===== src/rtl/dmem_arbiter.sv =====
// dmem_arbiter: two-port (core, debug/DMA) arbiter in front of a single-ported
// data memory. The core has priority under contention. A starvation counter
// forces a debug grant after STARVE_LIMIT consecutive contended core wins.
// Read data returns one cycle after the grant, tagged to the owning port.
module dmem_arbiter #(
  parameter int ADDR_W       = 10,
  parameter int DATA_W       = 16,
  parameter int STARVE_LIMIT = 4
) (
  input  logic              clk,
  input  logic              reset,
  // core port
  input  logic              c_req,
  input  logic              c_we,
  input  logic [ADDR_W-1:0] c_addr,
  input  logic [DATA_W-1:0] c_wdata,
  output logic              c_gnt,
  output logic              c_rvalid,
  output logic [DATA_W-1:0] c_rdata,
  // debug / DMA port
  input  logic              d_req,
  input  logic              d_we,
  input  logic [ADDR_W-1:0] d_addr,
  input  logic [DATA_W-1:0] d_wdata,
  output logic              d_gnt,
  output logic              d_rvalid,
  output logic [DATA_W-1:0] d_rdata,
  // memory side
  output logic              mem_en,
  output logic              mem_we,
  output logic [ADDR_W-1:0] mem_addr,
  output logic [DATA_W-1:0] mem_wdata,
  input  logic [DATA_W-1:0] mem_rdata,
  output logic              busy
);

  localparam logic [3:0] LIMIT = 4'(STARVE_LIMIT);

  logic [3:0] starve_cnt_q, starve_cnt_d;
  logic       c_pend_q, c_pend_d;
  logic       d_pend_q, d_pend_d;
  logic       contend;
  logic       d_win;

  // Grant decision; gated by reset so grants drop asynchronously with it.
  always_comb begin
    contend = c_req & d_req;
    d_win   = contend & (starve_cnt_q == LIMIT);
    c_gnt   = reset & c_req & ~d_win;
    d_gnt   = reset & d_req & (~c_req | d_win);
  end

  // Memory strobe and address/data mux from the granted port; zeros when idle.
  always_comb begin
    mem_en    = 1'b0;
    mem_we    = 1'b0;
    mem_addr  = '0;
    mem_wdata = '0;
    if (c_gnt) begin
      mem_en    = 1'b1;
      mem_we    = c_we;
      mem_addr  = c_addr;
      mem_wdata = c_wdata;
    end else if (d_gnt) begin
      mem_en    = 1'b1;
      mem_we    = d_we;
      mem_addr  = d_addr;
      mem_wdata = d_wdata;
    end
  end

  // Next state: starvation count and which port owns the next read return.
  always_comb begin
    starve_cnt_d = starve_cnt_q;
    if (d_gnt)
      starve_cnt_d = '0;
    else if (contend && c_gnt)
      starve_cnt_d = starve_cnt_q + 4'd1;
    c_pend_d = c_gnt & ~c_we;
    d_pend_d = d_gnt & ~d_we;
  end

  // State registers; reset also discards any read granted just before it.
  always_ff @(posedge clk or negedge reset) begin
    if (!reset) begin
      starve_cnt_q <= '0;
      c_pend_q     <= 1'b0;
      d_pend_q     <= 1'b0;
    end else begin
      starve_cnt_q <= starve_cnt_d;
      c_pend_q     <= c_pend_d;
      d_pend_q     <= d_pend_d;
    end
  end

  // Read return steering; rdata is forced to zero when not valid.
  always_comb begin
    c_rvalid = c_pend_q;
    d_rvalid = d_pend_q;
    c_rdata  = c_pend_q ? mem_rdata : '0;
    d_rdata  = d_pend_q ? mem_rdata : '0;
    busy     = c_pend_q | d_pend_q;
  end

endmodule

===== config.mk =====
export PLATFORM = sky130hd
export DESIGN_NAME = dmem_arbiter
export DESIGN_NICKNAME = d
export VERILOG_FILES = /design/src/rtl/dmem_arbiter.sv
export SDC_FILE = /design/constraint.sdc
export NUM_CORES = 1
export LEC_CHECK = 0
export CORE_ASPECT_RATIO = 1.1
export CORE_MARGIN = 3
export CORE_UTILIZATION = 22
export CTS_CLUSTER_DIAMETER = 80
export CTS_CLUSTER_SIZE = 28
export DETAILED_ROUTE_END_ITERATION = 10
export HOLD_SLACK_MARGIN = 0.15
export PLACE_DENSITY = 0.88
export SLEW_MARGIN = 20
export SYNTH_ARGS = -nofsm -noshare
export SYNTH_HDL_FRONTEND = slang
export SYNTH_SLANG_ARGS = --single-unit

===== constraint.sdc =====
create_clock -name clk -period 2.5 [get_ports clk]
set_clock_uncertainty 0.2 [all_clocks]
set_input_delay 0.375 -clock clk [delete_from_list [all_inputs] [get_ports clk]]
set_output_delay 0.375 -clock clk [all_outputs]
set_load 0.02 [all_outputs]

After elaboration in Yosys (flattened, before gate mapping)
Index checks and enable logic that the tools add are counted.
{"block": "op_classes", "add_sub_neg": 1, "eq_ne": 1, "muxes": 12, "bitwise": 14, "n_reduce_logical": 2}
{"cell": "$mux 16", "n": 4}
{"cell": "$mux 10", "n": 2}
{"cell": "$and 1x1->1", "n": 8}
{"cell": "$mux 4", "n": 2}
{"cell": "$add 4x1->4 const B", "n": 1}
{"cell": "$eq 4x3->1 const B", "n": 1}
{"cell": "$mux 1", "n": 4}
{"cell": "$not 1->1", "n": 4}
{"cell": "$or 1x1->1", "n": 2}
{"cell": "$reduce_bool 2->1", "n": 1}
{"cell": "$logic_and 1x1->1", "n": 1}
{"block": "word_totals", "reg_bits": 6, "inputBits": 74, "out_inout_bits": 65}

Depth between registers and ports, before layout
{"block": "logic_depth", "word_depth": 7, "mapped_depth": 6, "mapped_depth_nobuf": 5}

Worst setup path before layout
No wires, ideal clock.
{"block": "synth_timing", "path_kind": "reg-to-output", "startpoint": "register starve_cnt_q[0]", "endpoint": "output mem_addr[0]", "t_arrival_ns": 1.439, "setup_slack_ns": 0.486, "path_stages_with_launch": 7, "n_path_buf": 1, "path_cell_list": "dfrtp_1 > inv_1 > ha_1 > nand3b_1 > a21oi_1 > buf_2 > a22o_1"}
{"block": "synth_between", "elab_chain_cells": 6, "word_cells_on_any_way": 8, "classes_between": "eq/ne: 1; mux: 2; bitwise: 5"}
{"item": "from (decl)", "line": "39", "rtl": "logic [3:0] starve_cnt_q, starve_cnt_d;"}
{"item": "from (signal assigned)", "line": "90", "rtl": "starve_cnt_q <= starve_cnt_d;"}
{"item": "$eq 4x3->1", "line": "48", "rtl": "d_win = contend & (starve_cnt_q == LIMIT);"}
{"item": "$and 1x1->1", "line": "48"}
{"item": "$or 1x1->1", "line": "50", "rtl": "d_gnt = reset & d_req & (~c_req | d_win);"}
{"item": "$and 1x1->1", "line": "50"}
{"item": "via d_gnt", "line": "25", "rtl": "output logic d_gnt,"}
{"item": "$mux 10", "line": "64", "rtl": "end else if (d_gnt) begin"}
{"item": "$mux 10", "line": "59", "rtl": "if (c_gnt) begin"}
{"item": "to (decl)", "line": "31", "rtl": "output logic [ADDR_W-1:0] mem_addr,"}
The timed path passes the listed nets, and every way through them passes these cells.

Worst setup path after layout
{"block": "layout_timing", "startpoint": "register starve_cnt_q[1]", "endpoint": "output mem_addr[7]"}
{"block": "layout_between", "elab_chain_cells": 6, "word_cells_on_any_way": 8, "classes_between": "eq/ne: 1; mux: 2; bitwise: 5"}
{"item": "$eq 4x3->1 *", "line": "48"}
{"item": "$and 1x1->1 *", "line": "48"}
{"item": "$or 1x1->1", "line": "50"}
{"item": "$and 1x1->1", "line": "50"}
{"item": "$mux 10", "line": "64"}
{"item": "$mux 10 *", "line": "59"}
Every way passes the cells marked *; elsewhere a longest branch is shown, timed or not.

==> impl_results.md <==
* Status: completed
* Iter 0 DRT Violations at 32
* MaxCap Viol Count at 0
* First-pass GRT wire length at 6.22 mm
* CP startpoint kind: flop
* Hold WS at between 0.3 and 0.4 ns
* Most used DFF post-synth: dfrtp_1
* Clock tree buffer depth at 2
* Io pins at 139
* Routed WL per cell at between 10 and 15 µm
* Cell depth of the worst flop-to-flop path at 6
* Pwr dens at ~300 nW/µm²
* Final hold vios at 0
* Measured slew at the worst slew-check pin at about 0.43 ns
* Relative slew margins at 71.3%
* Synth cell types at 19
* Worst skew pair latency at 0.25 ns
* Final core occ at between 60 and 70%
* Most frequent cell after synthesis: and2_1
* Hold-fix buffers at CTS at 0
* CORE AREA at between 3000 and 4000 µm²
* Final Setup Violations at 0
* Worst-path clk slew at about 0.05 ns
* Sink Count at 6
* R2R Setup Slk at roughly 0.8 ns
* Total power at 676 µW
* Vias per std cell at roughly 4.6
* Share of layout cells above drive strength 1 at a little over a fifth
* Yosys top cell area share at between 30% and 40%
* Total grt overflow at 0
* Fillcell total at 297
* Final Instance Area at between 2000 and 2500 µm²
* WP data arrival at approximately 1.9 ns
* Die area at around 4600 µm²
* Fin crit share at 97.0%
* Post-Syn Area at approximately 840 µm²
* CP startpoint: starve_cnt_q[1]$_DFFE_PN0P_
* Worst EP required at between 1.5 and 2 ns
* First-pass iteration count of the detailed router at 4
* RD Place Congestion at approximately 0.81
* Register area at about 150 µm²
* Synth Instances at approximately 100
* Reg-to-reg startpoint: starve_cnt_q[1]$_DFFE_PN0P_
* Ranking of synthesized cells by area: a22o_1, and2_1, dfrtp_1
* Area of the multi-input gates at approximately 630 µm²
* Post-synthesis sequential area ratio at between 10% and 20%
* CTS tree: built
* Synth warn at 0
* Layout overhead on the synthesized area at 173%
* Clk pwr share at a little over an eighth
* Register share of total power at roughly a fifth
* Reg-to-reg endpoint: starve_cnt_q[1]$_DFFE_PN0P_
* Num rows at 22
* Total Nets Final at 327
* Setup TNS at 0 ns
* Clk root buf: clkbuf_4
* Most frequent cells after synthesis: and2_1, a22o_1, dfrtp_1
* # DRC at 0
* Number of synthesized flops with an enable pin at 0
* Mean Syn Cell Area at about 8.3 µm²
* Post-layout min period at about 2.4 ns
* Fin. max-slew vios at 0
* Final ANT Viol Nets at 0
* WL final at ~4.0 mm
* Initial Util at between 20% and 30%
* Psw at 242 µW
* LEAKAGE at slightly above 0.001 µW
* Die height at 70.7 µm
* FMAX at 0.412 GHz
* Largest area contributor in the netlist: a22o_1
* Via count at about 1400
* Synthesized flop and latch total at 6
* Ant. Diodes at 0
* Logic gate share of total power at roughly two thirds
* Net Sw Frac at a little over a third
* Gr usage total at between 10% and 20%
* RSZ-0062 raised after global routing: true
* Worst-path maximum fanout at 13
* CP endpoint kind: output pin
* Mapped Nets at 177
* Dpl cell area at roughly 2300 µm²
* H-tree levels at 1
* HP Class: primary input to asynchronous set/reset pin
* Initial antenna violation count at 0
* Max rail drop VDD at 0.000129 V
* Largest net degree at the start of global routing at 19
* Post-DP HPWL at 3.54 mm
* IO buf count at approximately 140
* Vias in the first global route at between 1000 and 1500
* Kind of critical path: flop to output pin
* DIE WIDTH at roughly 65 µm
* P_int at ~430 µW
* TritonCTS buffer count at 3
* Asr flop ratio synth at 100%
timing repair:
action                     4_1_cts  5_1_grt
pin swaps                        1        8
buffers inserted                 1        1
setup endpoints to repair       30       22
gates resized for setup        112       21
through the flow:
step                setup slack [ns]  std cells
floorplan                      0.486        101
global placement              -0.218        293
detailed placement            -0.248        293
CTS                          -0.0409        297
global route                -0.00898        297
finish                        0.0751        297
per-layer routing:
metal	global-route usage, %	vias to the layer above	part of all wire (%)
li1	-	665	-
met1	17.9	598	36
met2	31.3	89	52
met4	7.04	0	1.7
met5	0	-	0
met3	3.33	6	11
kinds of logic after synthesis:
family | count (synthesis) | share of synthesized area, %
AO/OA/AOI/OAI | 34 | 36.1
adder cells (fa/ha/maj) | 2 | 2.98
buffers and inverters | 11 | 8.06
flip-flops | 6 | 17.9
AND/OR/NAND/NOR | 48 | 34.9
power by group through the flow:
stage	clock, µW	combinational (µW)	sequential, µW
2_1_floorplan	0	192	132
3_3_place_gp	0	471	129
3_5_place_dp	0	477	130
4_1_cts	97.9	444	128
5_1_grt	102	488	131
6_report	92.1	455	129
layout by cell type (no fill, tap or decap):
master	netlist	final
a21oi_2	0	1
and2_1	32	32
dlygate4sd2_1	0	2
clkdlybuf4s50_1	0	108
a22o_1	30	30
dfrtp_1	6	6
inv_2	0	1
clkbuf_4	0	3
or2_2	2	2
o211a_4	1	1
ha_1	2	1
clkbuf_2	0	1
nand3_1	3	3
a2111o_1	1	1
nand3b_1	1	1
nor2b_1	3	3
buf_6	3	9
nand2b_1	3	3
buf_12	0	1
ha_2	0	1
nand2_1	2	2
buf_2	3	18
and3_1	2	2
inv_1	3	2
o22ai_1	1	1
buf_4	0	14
sequential cells by signal (all words and copies together) (netlist names):
| signal | flops |
|---|---|
| c_rvalid | 1 |
| d_rvalid | 1 |
| starve_cnt_q | 4 |
final cells by class:
class                   count  area share [%]
clock buffers               3           0.983
inverters                   3           0.492
multi-input cells          84            27.4
flip-flops and latches      6            6.55
well taps                  48            2.62
repair buffers            153            62.0
how the worst max path moves through the flow:
stage / to / slack, ns / cells past startpoint
6_report: mem_addr[7] / 0.08 / 7
3_5_place_dp: mem_addr[7] / -0.25 / 6
4_1_cts: mem_wdata[10] / -0.04 / 8
5_1_grt: mem_wdata[3] / -0.009 / 7
3_3_place_gp: mem_wdata[5] / -0.22 / 6
2_1_floorplan: mem_addr[0] / 0.49 / 6
critical path, stage by stage, from the launching register on:
cell and delay, ns:
dfrtp_1 0.38, inv_1 0.07, ha_2 0.18, nand3b_1 0.13
o211a_4 0.31, buf_12 0.15, a22o_1 0.25, buf_6 0.14
Power figures use the tool's default switching activity.
